<file path="config.mk">
export PLATFORM = sky130hd
export DESIGN_NAME = hdmi_frame_writer
export DESIGN_NICKNAME = d
export VERILOG_FILES = /design/src/rtl/hdmi_fw_pkg.sv /design/src/rtl/hdmi_fw_buf_sel.sv /design/src/rtl/hdmi_frame_writer.sv
export SDC_FILE = /design/constraint.sdc
export NUM_CORES = 1
export LEC_CHECK = 0
export CAP_MARGIN = 0
export CELL_PAD_IN_SITES_DETAIL_PLACEMENT = 0
export CELL_PAD_IN_SITES_GLOBAL_PLACEMENT = 1
export CORE_AREA = 2 2 221 223
export DETAILED_ROUTE_END_ITERATION = 10
export DIE_AREA = 0 0 223 225
export GPL_ROUTABILITY_DRIVEN = 0
export GPL_TIMING_DRIVEN = 0
export PLACE_DENSITY_LB_ADDON = 0.1
export SETUP_SLACK_MARGIN = 0.2
export SLEW_MARGIN = 20
export SYNTH_ARGS = -nofsm -noshare
export SYNTH_HDL_FRONTEND = slang
export SYNTH_HIERARCHICAL = 1
export SYNTH_SLANG_ARGS = --single-unit
</file>
<file path="constraint.sdc">
create_clock -name ddr_clk -period 5 [get_ports ddr_clk]
set_clock_uncertainty 0.05 [all_clocks]
set_input_delay 0.5 -clock ddr_clk [delete_from_list [all_inputs] [get_ports ddr_clk]]
set_output_delay 0.5 -clock ddr_clk [all_outputs]
set_load 0.01 [all_outputs]
</file>
<file path="src/rtl/hdmi_fw_pkg.sv">
// Shared definitions for the HDMI capture frame writer: FSM encoding and sizing helpers.
package hdmi_fw_pkg;

  typedef enum logic [7:0] {
    ST_IDLE      = 8'b0000_0001,
    ST_WAIT_DATA = 8'b0000_0010,
    ST_REQ       = 8'b0000_0100,
    ST_DATA      = 8'b0000_1000,
    ST_WAIT_DONE = 8'b0001_0000,
    ST_ADV       = 8'b0010_0000,
    ST_FRAME_END = 8'b0100_0000,
    ST_ABORT     = 8'b1000_0000
  } fw_state_e;

  localparam int BITS_PER_BYTE = 8;

  function automatic int idx_w(input int n);
    return (n > 1) ? $clog2(n) : 1;
  endfunction

  function automatic int beat_bytes(input int data_w);
    return data_w / BITS_PER_BYTE;
  endfunction

endpackage

</file>
<file path="src/rtl/hdmi_fw_buf_sel.sv">
// Next frame-buffer index in the ring, stepping over the buffer the display is reading.
module hdmi_fw_buf_sel import hdmi_fw_pkg::*; #(
  parameter int NUM_FRAMES = 3,
  parameter int IDX_W      = idx_w(NUM_FRAMES)
) (
  input  logic [IDX_W-1:0] cur,
  input  logic [IDX_W-1:0] rd_buf,
  output logic [IDX_W-1:0] nxt
);

  localparam logic [IDX_W:0] NF = (IDX_W+1)'(NUM_FRAMES);

  logic [IDX_W:0] p1, p2;

  // Conditional subtract instead of modulo keeps this a pair of small adders.
  always_comb begin
    p1 = {1'b0, cur} + (IDX_W+1)'(1);
    if (p1 >= NF) p1 = p1 - NF;
    p2 = p1 + (IDX_W+1)'(1);
    if (p2 >= NF) p2 = p2 - NF;
    nxt = (p1[IDX_W-1:0] == rd_buf) ? p2[IDX_W-1:0] : p1[IDX_W-1:0];
  end

endmodule

</file>
<file path="src/rtl/hdmi_frame_writer.sv">
// DDR write engine: drains pixel beats from the CDC FIFO into a ring of frame buffers.
// Optional HDMI_FW_STATS_EN adds drop_cnt / burst_cnt statistics ports.
module hdmi_frame_writer import hdmi_fw_pkg::*; #(
  parameter int               ADDR_W       = 28,
  parameter int               DATA_W       = 256,
  parameter int               BURST_LEN    = 8,
  parameter int               FRAME_BEATS  = 12288,
  parameter int               NUM_FRAMES   = 3,
  parameter logic [ADDR_W-1:0] FB_BASE      = '0,
  parameter logic [ADDR_W-1:0] FRAME_STRIDE = ADDR_W'('h0040_0000),
  parameter int               FIFO_DEPTH   = 512,
  parameter int               LVL_W        = $clog2(FIFO_DEPTH) + 1,
  parameter int               IDX_W        = idx_w(NUM_FRAMES)
) (
  input  logic              ddr_clk,
  input  logic              rstn,
  input  logic              init_done,
  input  logic              frame_start,
  input  logic [DATA_W-1:0] fifo_rdata,
  input  logic [LVL_W-1:0]  fifo_level,
  output logic              fifo_rd_en,
  output logic              wr_req,
  input  logic              wr_ack,
  output logic [3:0]        awlen,
  output logic [ADDR_W-1:0] ddr_waddr,
  input  logic              wr_data_req,
  output logic [DATA_W-1:0] ddr_wdata,
  input  logic              wr_done,
  input  logic [IDX_W-1:0]  rd_buf,
  output logic [IDX_W-1:0]  done_buf,
  output logic              frame_done,
  output logic              frame_err
`ifdef HDMI_FW_STATS_EN
  ,
  output logic [15:0]       drop_cnt,
  output logic [31:0]       burst_cnt
`endif
);

  localparam int BC_W = $clog2(FRAME_BEATS + 1);
  localparam int BB_W = $clog2(BURST_LEN + 1);
  localparam logic [ADDR_W-1:0] BURST_BYTES = ADDR_W'(BURST_LEN * beat_bytes(DATA_W));
  localparam logic [BC_W-1:0]   FRAME_LAST  = BC_W'(FRAME_BEATS - BURST_LEN);
  localparam logic [BB_W-1:0]   BEAT_LAST   = BB_W'(BURST_LEN - 1);

  fw_state_e        state;
  logic [IDX_W-1:0] wr_buf, nxt_buf;
  logic [BC_W-1:0]  beat_cnt;
  logic [BB_W-1:0]  bcnt;
  logic             resync;
  logic             start_now;

  function automatic logic [ADDR_W-1:0] base_of(input logic [IDX_W-1:0] idx);
    return FB_BASE + FRAME_STRIDE * ADDR_W'(idx);
  endfunction

  hdmi_fw_buf_sel #(.NUM_FRAMES(NUM_FRAMES), .IDX_W(IDX_W)) u_buf_sel (
    .cur    (wr_buf),
    .rd_buf (rd_buf),
    .nxt    (nxt_buf)
  );

  assign awlen      = 4'(BURST_LEN - 1);
  assign fifo_rd_en = (state == ST_DATA) && wr_data_req;
  assign ddr_wdata  = (state == ST_DATA) ? fifo_rdata : '0;
  // A start seen this very cycle counts as pending, so no pulse is lost at a state boundary.
  assign start_now  = frame_start || resync;

  always_ff @(posedge ddr_clk) begin
    if (!rstn) begin
      state      <= ST_IDLE;
      wr_req     <= 1'b0;
      ddr_waddr  <= FB_BASE;
      done_buf   <= '0;
      wr_buf     <= IDX_W'(1);
      frame_done <= 1'b0;
      frame_err  <= 1'b0;
      beat_cnt   <= '0;
      bcnt       <= '0;
      resync     <= 1'b0;
    end else begin
      frame_done <= 1'b0;
      frame_err  <= 1'b0;
      if (frame_start && state != ST_IDLE) resync <= 1'b1;
      case (state)
        ST_IDLE: if (init_done && start_now) begin
          ddr_waddr <= base_of(wr_buf);
          beat_cnt  <= '0;
          resync    <= 1'b0;
          state     <= ST_WAIT_DATA;
        end
        ST_WAIT_DATA:
          if (!init_done) state <= ST_IDLE;
          else if (fifo_level >= LVL_W'(BURST_LEN)) begin
            wr_req <= 1'b1;
            state  <= ST_REQ;
          end
        ST_REQ: if (wr_ack) begin
          wr_req <= 1'b0;
          bcnt   <= '0;
          state  <= ST_DATA;
        end
        ST_DATA: if (wr_data_req) begin
          bcnt <= bcnt + BB_W'(1);
          if (bcnt == BEAT_LAST) state <= wr_done ? ST_ADV : ST_WAIT_DONE;
        end
        ST_WAIT_DONE: if (wr_done) state <= ST_ADV;
        ST_ADV: begin
          ddr_waddr <= ddr_waddr + BURST_BYTES;
          beat_cnt  <= beat_cnt + BC_W'(BURST_LEN);
          if (beat_cnt == FRAME_LAST) begin
            done_buf   <= wr_buf;
            frame_done <= 1'b1;
            state      <= ST_FRAME_END;
          end else if (start_now) begin
            frame_err <= 1'b1;
            state     <= ST_ABORT;
          end else if (!init_done) state <= ST_IDLE;
          else state <= ST_WAIT_DATA;
        end
        ST_FRAME_END: begin
          wr_buf <= nxt_buf;
          if (init_done && start_now) begin
            ddr_waddr <= base_of(nxt_buf);
            beat_cnt  <= '0;
            resync    <= 1'b0;
            state     <= ST_WAIT_DATA;
          end else state <= ST_IDLE;
        end
        ST_ABORT: state <= ST_IDLE;
        default:  state <= ST_IDLE;
      endcase
    end
  end

`ifdef HDMI_FW_STATS_EN
  always_ff @(posedge ddr_clk) begin
    if (!rstn) begin
      drop_cnt  <= '0;
      burst_cnt <= '0;
    end else begin
      if (state == ST_ABORT) drop_cnt <= drop_cnt + 16'd1;
      if (state == ST_ADV) burst_cnt <= burst_cnt + 32'd1;
    end
  end
`endif

endmodule

</file>
==> flow_summary_export.csv <==
group,metric,value,unit
timing,period_share,87.7,%
status,outcome,"completed",
critical_path,cpMaxStageDelayCell,"clkdlybuf4s50_1",
floorplan,start_util,9.38,%
timing,hold_viol,0,
detailed_routing,drc,0,
cts,clk_pin_slew,0.07,ns
cts,cts_max_path_buffers,2,
cts,cts_resized,1,
floorplan,die-height,225,µm
placed_design,place_ws,0.398,ns
timing,report.final.slew_viol_count,0,
power,p_leak,3.91,nW
synthesis,yosys_warnings,6,
synthesis,synth.distinct_cells,54,
timing,whs,0.411,ns
cts,cts_setup_buffers,0,
floorplan,fp.coreArea,47500,µm²
timing,slew_headroom,32.6,%
layout,layout-drive-gt1-share,2.85,%
flow_run,drv_cap,0,
floorplan,fp-row-count,80,
grt,grt_pass1_vias,6687,
floorplan,die-width,223,µm
synthesis,ys_seq_area_share,22.9,%
grt,grt.overflow.total,0,
critical_path,crit_arrival,3.84,ns
cts,clock_sinks,51,
grt,antenna_found_initial,23,
placed_design,dp_cells,1799,
timing,fmax,228,MHz
layout,nets,1471,
synthesis,synth_enable_flop_cells,0,
timing,fin_crit,4.39,ns
timing,rsz0062_at_grt,"false",
critical_path,critPathCaptureType,"output port",
cts,cts_tree,"yes",
grt,grt_max_degree,16,
synthesis,async_reset_ff_share,0,%
floorplan,dieArea,50200,µm²
layout,fillers,5253,
timing,post-route-worst-setup-slack,0.614,ns
detailed_routing,drt-total-wl,50.6,mm
detailed_routing,drt_iter0_markers,287,
timing,setup_violations,0,
detailed_routing,ant_nets,0,
grt,grt_first_pass_wirelength,64.8,mm
layout,seqCellArea,1020,µm²
critical_path,path_cells,"clkbuf_1 -> nor4_4 -> and3_1 -> clkbuf_1 -> clkbuf_2 -> clkbuf_1 -> and2_1 -> clkdlybuf4s50_1",
layout,design_area,11000,µm²
synthesis,synthFlopType,"dfxtp_1",
power,power.density,115,nW/µm²
layout,area_delta_synth_final,146,%
detailed_routing,first_pass_iters,4,
detailed_routing,via_count,6601,
power,peakVddDrop,125,µV
cts,hold_buffers,0,
layout,final_cell_mix,"553 x clkdlybuf4s50_1, 259 x and2_1, 51 x dfxtp_1",
detailed_routing,vias_per_cell,3.63,
min_path,min_path_type,"reg -> reg",
cts,numCtsBuffers,5,
placed_design,io_buffers,553,
cts,htree_num_levels,2,
detailed_routing,post_drt_wl_per_cell,27.9,µm
critical_path,critPathLaunchType,"flop",
placed_design,dp_hpwl,44.9,mm
timing,worst_pin_slew,1.01,ns
critical_path,path_common_cell,"clkbuf_1",
synthesis,ys_ff_latch,51,
cts,root_buffer,"clkbuf_16",
critical_path,max_stage_delay,0.74,ns
synthesis,syn_inst,621,
critical_path,worstSetupPathType,"reg -> out",
synthesis,netlist_area,4460,µm²
layout,layout_commonest_cell,"clkdlybuf4s50_1",
floorplan,io_pins,569,
placed_design,placed_area,10800,µm²
cts,clkLatencyLatePin,0.30,ns
timing,final.setup.tns,0,ns
grt,grt_usage,19.4,%
synthesis,syn_avg_cell_area,7.18,µm²
layout,multi_input_area,3190,µm²
critical_path,critPathMaxFanout,10,
layout,final_cells,1816,
critical_path,required,4.45,ns
## per-layer routing
metal	vias to the layer above	share of wire, %	global-route usage, %
li1	3205	-	-
met1	3051	40	23.0
met2	283	48	33.7
met3	58	9.4	7.31
met4	4	2.3	3.14
met5	-	0.036	0
## stage by stage
step	utilization, %	total power, mW
4_1_cts	23.1	1.29
6_report	23.1	1.26
3_5_place_dp	22.7	0.908
3_3_place_gp	22.7	0.911
2_1_floorplan	-	0.593
5_1_grt	23.1	1.34
## report_power, final
| part | leakage, nW | switching, mW | internal (mW) |
|---|---|---|---|
| registers | 0.411 | 0.0165 | 0.418 |
| clock network | 0.0742 | 0.169 | 0.201 |
| logic | 3.43 | 0.198 | 0.262 |
## layout make-up
type | count | share of cell area [%]
Buffer | 55 | 2.47
Antenna cell | 9 | 0.205
Timing Repair Buffer | 553 | 50.4
Inverter | 9 | 0.307
Clock buffer | 7 | 1.30
Multi-Input combinational cell | 516 | 29.0
Tap cell | 615 | 7.00
Clock inverter | 1 | 0.0797
Sequential cell | 51 | 9.29
## flip-flops by register name, summed over array words and instances, names as in the netlist
register,count
ddr_waddr,20
beat_cnt,11
state,8
bcnt,4
done_buf,2
wr_buf,2
frame_done,1
frame_err,1
resync,1
wr_req,1
## cell usage after synthesis, drive strengths merged, types with 3 or more instances
cell     count  area share [%]
and3         5            0.70
nor4        10             1.7
mux2i        3            0.67
o21ai       22             2.5
o31ai        6             1.0
ha           5             1.4
or3          7            0.98
nor4b        3            0.73
dfxtp       51              23
o21a         3            0.67
nand2b       4            0.56
nand2       26             2.2
xnor2        5            0.98
or4          9             1.6
nor2        30             2.5
o211ai       3            0.51
inv          9            0.76
a2bb2oi      3            0.73
buf         17             2.9
a31oi        3            0.42
a21oi       25             2.8
nand4b       3            0.59
clkbuf      38             3.2
xor2         8             1.6
a211oi       3            0.51
and2       259              36
nand4       10             1.4
nor3        10             1.1
nand3       19             2.1
## path summary, 6_finish.rpt
kind,start,to,slack (ns),depth (start not counted)
max,state[4],ddr_wdata[101],0.61,8
max reg2reg,state[4],ddr_waddr[11],2.20,7
min,done_buf[1],done_buf[1],0.41,2
min reg2reg,done_buf[1],done_buf[1],0.41,2
## cells by family after synthesis
group / Yosys count / share of synthesized area, %
and+or+nand+nor: 400 / 53.5
AOI/OAI and AO/OA: 83 / 12.0
buffers and inverters: 64 / 6.82
DFF: 51 / 22.9
xor gates and xnor gates: 13 / 2.55
adders and majority gates: 5 / 1.40
muxes: 3 / 0.673
other: 2 / 0.168
## critical path: cells and delay by family (launching register included)
kind | cells | cell delay [ns]
buffers and inverters | 5 | 2.27
AND/OR/NAND/NOR | 3 | 0.95
flip-flops | 1 | 0.30
(Power assumes the default switching activity.)
==> RTL change 1 (same settings) <==
The option `HDMI_FW_STATS_EN` is turned on by a define.
--- a/src/rtl/hdmi_frame_writer.sv
+++ b/src/rtl/hdmi_frame_writer.sv
@@ -1,5 +1,7 @@
 // DDR write engine: drains pixel beats from the CDC FIFO into a ring of frame buffers.
 // Optional HDMI_FW_STATS_EN adds drop_cnt / burst_cnt statistics ports.
+`define HDMI_FW_STATS_EN
+
 module hdmi_frame_writer import hdmi_fw_pkg::*; #(
   parameter int               ADDR_W       = 28,
   parameter int               DATA_W       = 256,
Formal check against the unedited RTL (old outputs only; new: burst_cnt and drop_cnt): equivalent (Yosys induction, for registers that start in step).
==> RTL change 1 against the original RTL <==
Total power up 54%. First-iteration DRC count up 46%. Maximum frequency up 3.6%. Sequential power up 87%. Utilization up 6.2 points. Setup slack better by 0.15 ns. Synthesized area up 53%. Count of clock-buffer cells in the layout up 4. Sequential cell count up 48. Cell area up 27%. Worst hold slack better by 0.021 ns. Routed wire length up 19%.
==> RTL change 1: results (changes against the original RTL) <==
* Placed cell count at 2126 (was 1799)
* CP Capture Point: ddr_wdata[106] (was ddr_wdata[101])
* Skew-Pair Late Insertion Delay at 0.35 ns (was 0.30 ns)
* Max incr delay on CP at 0.59 ns (was 0.74 ns)
* Pin count of the biggest net entering global routing at 15 (was 16)
* First DRT Iteration DRCs at 419 (was 287)
* Hold WS at 0.432 ns (was 0.411 ns)
* Vias at 8959 (was 6601)
* Met1 Resource Use GR at 29.2% (was 23.0%)
* H-tree depth at 3 (was 2)
* Post-Synthesis Cells at 900 (was 621)
* Fmax at 236 MHz (was 228 MHz)
* Worst Hold Path EP: beat_cnt[11] (was done_buf[1])
* R2R Path Start: state[2] (was state[4])
* Grt met3 use at 13.2% (was 7.31%)
* WP data arrival at 3.68 ns (was 3.84 ns)
* R2r endpoint: burst_cnt[30] (was ddr_waddr[11])
* Max_slew headroom at 47.0% (was 32.6%)
* Post-Place Worst Slack at 1.11 ns (was 0.398 ns)
* Total CTS buffers at 9 (was 5)
* Number of vias per cell at 4.15 (was 3.63)
* NumNets Final at 1804 (was 1471)
* Reg2Reg Setup Slack at 2.23 ns (was 2.20 ns)
* Worst Min Path Start: beat_cnt[11] (was done_buf[1])
* Drt pass-1 iters at 5 (was 4)
* DRT Wirelength at 60100 um (was 50600 um)
* VDD IR max at 143 uV (was 125 uV)
* Post-CTS resize count at 0 (was 1)
* PortBufs at 601 (was 553)
* Gr usage total at 22.9% (was 19.4%)
* CP max stage cell: nor3_2 (was clkdlybuf4s50_1)
* Top cell family by delay on the critical path: simple AND/OR/NAND/NOR gates (was buffers and inverters)
* Synth top area cells: dfxtp_1 29%, and2_1 24%, nor2_1 3.8% (was and2_1 36%, dfxtp_1 23%, clkbuf_1 3.2%)
* Share of cells above drive strength 1 at 3.48% (was 2.85%)
* Post-detail-place hpwl at 54200 um (was 44900 um)
* Synth cell count leaders: 264 x and2_1, 99 x dfxtp_1, 69 x nor2_1, 44 x nand2_1, 40 x clkbuf_1 (was 259 x and2_1, 51 x dfxtp_1, 38 x clkbuf_1, 30 x nor2_1, 26 x nand2_1)
* Status: finished clean (unchanged)
* Crit path launch: state[7] (was state[4])
* WHS Path Cells at 1 (was 2)
* Area after DPL at 13700 um2 (was 10800 um2)
[RTL change 1: cell types whose count changed in the layout (fill, tap and decap cells not counted), moves of 10 or more]
| cell | unedited run | this run |
|---|---|---|
| or3_1 | 7 | 19 |
| xnor2_1 | 5 | 15 |
| xor2_1 | 8 | 28 |
| a21oi_1 | 25 | 37 |
| nand2_1 | 26 | 44 |
| diode_2 | 9 | 19 |
| and4_1 | 2 | 13 |
| nor2_1 | 30 | 69 |
| dfxtp_1 | 51 | 99 |
| clkdlybuf4s50_1 | 553 | 601 |
| o21ai_0 | 14 | 33 |
| nand3_1 | 19 | 37 |
| nand4_1 | 10 | 27 |
[RTL change 1: per-layer routing]
layer	vias to the layer above	routed length [um]	share of wire, %
met5	-	229	0.38
met4	36	805	1.3
met3	54	8030	13
met2	383	25200	42
met1	4169	25800	43
li1	4317	-	-
[RTL change 1: power breakdown]
group / leakage, nW / switching [mW] / internal, mW
logic: 3.95 / 0.228 / 0.256
clock network: 0.121 / 0.319 / 0.332
registers: 0.798 / 0.0149 / 0.797
total: 4.87 / 0.562 / 1.38
[RTL change 1: layout make-up]
cell class / instances / area, um2
antenna: 19 / 47.5
buffer: 64 / 304
clock buffer: 11 / 233
clock inverter: 3 / 17.5
fill: 5103 / 33600
inverter: 17 / 63.8
multi-input combinational: 730 / 4520
sequential: 99 / 1980
tap: 615 / 769
timing repair buffer: 601 / 6020
[RTL change 1: kinds of logic (layout without fill, tap and decap cells)]
group	Yosys count	after routing	synth area share, %
simple gates	556	556	48.2
other cells	2	31	0.110
mux	4	4	0.586
xor+xnor	43	43	5.51
compound gates	108	108	9.96
flops	99	99	29.0
fa+ha+maj	7	7	1.28
buf+inv	81	696	5.38
==> RTL change 2 (same settings) <==
Without the edit above. Register the output `frame_err` once more, cleared by the reset; this adds one clock of latency there. The other outputs are not delayed to match.
--- a/src/rtl/hdmi_frame_writer.sv
+++ b/src/rtl/hdmi_frame_writer.sv
@@ -43,6 +43,8 @@
   localparam logic [BC_W-1:0]   FRAME_LAST  = BC_W'(FRAME_BEATS - BURST_LEN);
   localparam logic [BB_W-1:0]   BEAT_LAST   = BB_W'(BURST_LEN - 1);
 
+  logic frame_err_s0;
+
   fw_state_e        state;
   logic [IDX_W-1:0] wr_buf, nxt_buf;
   logic [BC_W-1:0]  beat_cnt;
@@ -74,13 +76,13 @@
       done_buf   <= '0;
       wr_buf     <= IDX_W'(1);
       frame_done <= 1'b0;
-      frame_err  <= 1'b0;
+      frame_err_s0 <= 1'b0;
       beat_cnt   <= '0;
       bcnt       <= '0;
       resync     <= 1'b0;
     end else begin
       frame_done <= 1'b0;
-      frame_err  <= 1'b0;
+      frame_err_s0 <= 1'b0;
       if (frame_start && state != ST_IDLE) resync <= 1'b1;
       case (state)
         ST_IDLE: if (init_done && start_now) begin
@@ -113,7 +115,7 @@
             frame_done <= 1'b1;
             state      <= ST_FRAME_END;
           end else if (start_now) begin
-            frame_err <= 1'b1;
+            frame_err_s0 <= 1'b1;
             state     <= ST_ABORT;
           end else if (!init_done) state <= ST_IDLE;
           else state <= ST_WAIT_DATA;
@@ -145,5 +147,13 @@
   end
 `endif
 
+  always_ff @(posedge ddr_clk) begin
+    if (!rstn) begin
+      frame_err <= '0;
+    end else begin
+      frame_err <= frame_err_s0;
+    end
+  end
+
 endmodule
 
Formal check against the unedited RTL: no difference found for any inputs over 4 cycles, from zero or initial values and one cycle with rstn low; that may be too few to reach the edited logic, so the function may still have changed.
==> RTL change 2 against the original RTL <==
Setup slack better by 0.24 ns. Critical path type unchanged. Cell area rose by 1.2%. Total power grew 3.5%. Routed wire length fell by 7.7%. Largest power group unchanged. First-iteration DRC count is 13% lower. Sequential cell count rose by 1. Count of clock-buffer cells in the layout is 2 lower. Synthesized area up 3.0%.
==> RTL change 2: results (changes against the original RTL) <==
* WP data arrival at 3.60 ns (was 3.84 ns)
* Drt pass-1 iters at 6 (was 4)
* Multiplexer share of the synthesized area at 0.654% (was 0.673%)
* First-pass GRT wire length at 61200 um (was 64800 um)
* Initial antenna violation count at 25 (was 23)
* Drt wl/cell at 25.4 um (was 27.9 um)
* Fillcell total at 5267 (was 5253)
* Pin count of the biggest net entering global routing at 15 (was 16)
* Synth cell count leaders: 261 x and2_1, 52 x dfxtp_1, 37 x clkbuf_1, 35 x nand2_1, 32 x nor2_1 (was 259 x and2_1, 51 x dfxtp_1, 38 x clkbuf_1, 30 x nor2_1, 26 x nand2_1)
* Compound-Gate Fraction of Synth Area at 11.2% (was 12.0%)
* Number of vias per cell at 3.58 (was 3.63)
* Post-Place Worst Slack at 1.18 ns (was 0.398 ns)
* Adder-cell share of the synthesized area at 1.36% (was 1.40%)
* Count of cell types in the netlist at 55 (was 54)
* Pwr Density at 118 nW/um2 (was 115 nW/um2)
* Post-detail-place hpwl at 41000 um (was 44900 um)
* NumNets Final at 1494 (was 1471)
* Gr usage total at 17.9% (was 19.4%)
* Vias at 6586 (was 6601)
* Clk. pwr at 0.407 mW (was 0.370 mW)
* Syn_area_per_cell at 7.13 um2 (was 7.18 um2)
* Share of cells above drive strength 1 at 3.13% (was 2.85%)
* Post-CTS resize count at 0 (was 1)
* Status: finished clean (unchanged)
* VDD IR max at 109 uV (was 125 uV)
* First DRT Iteration DRCs at 251 (was 287)
* Internal Pwr Total at 0.926 mW (was 0.881 mW)
==> RTL change 2: cell count changes after synthesis, sizes merged, moves of 4 or more <==
cell / unedited run / this run
a31oi: 3 / 8
nor2b: 1 / 5
nand2: 26 / 35
or3: 7 / 1
a311oi: 0 / 4
o21ai: 22 / 11
nand3b: 0 / 4
==> RTL change 2: logic make-up after synthesis <==
family	count (synthesis)
mux	3
xor+xnor	14
simple gates	419
buf+inv	70
flops	52
other cells	2
compound gates	79
fa+ha+maj	5
==> RTL change 2: layer usage <==
layer  track usage, %  routed length [um]  share of wire [%]
met1             24.0               20500                 44
met2             26.1               19700                 42
met3             9.49                6180                 13
met4             1.71                 249               0.53
met5                0                  77               0.16
==> RTL change 2: path summary, 6_finish.rpt <==
check	depth (start not counted)	slack, ns	startpoint	to
max	8	0.85	state[1]	ddr_wdata[124]
min reg2reg	2	0.41	done_buf[1]	done_buf[1]
min	2	0.41	done_buf[1]	done_buf[1]
max reg2reg	8	2.33	state[4]	ddr_waddr[19]
==> RTL change 2: layout make-up <==
| class | instances | area, um2 | area share [%] |
|---|---|---|---|
| clock buffer | 5 | 125 | 1.12 |
| clock inverter | 1 | 30.0 | 0.270 |
| sequential | 52 | 1040 | 9.36 |
| tap | 615 | 769 | 6.92 |
| timing repair buffer | 553 | 5540 | 49.8 |
| multi-input combinational | 532 | 3280 | 29.5 |
| buffer | 57 | 268 | 2.41 |
| inverter | 13 | 48.8 | 0.439 |
| antenna | 11 | 27.5 | 0.247 |
==> RTL change 2: worst max-delay path, cell delays in order, from the launching register on <==
cell and delay (ns):
dfxtp_1 0.34, clkbuf_1 0.24, nor3_1 0.37, and3b_1 0.21, buf_2 0.28, clkbuf_1 0.52
clkbuf_1 0.49, and2_1 0.26, clkdlybuf4s50_1 0.57
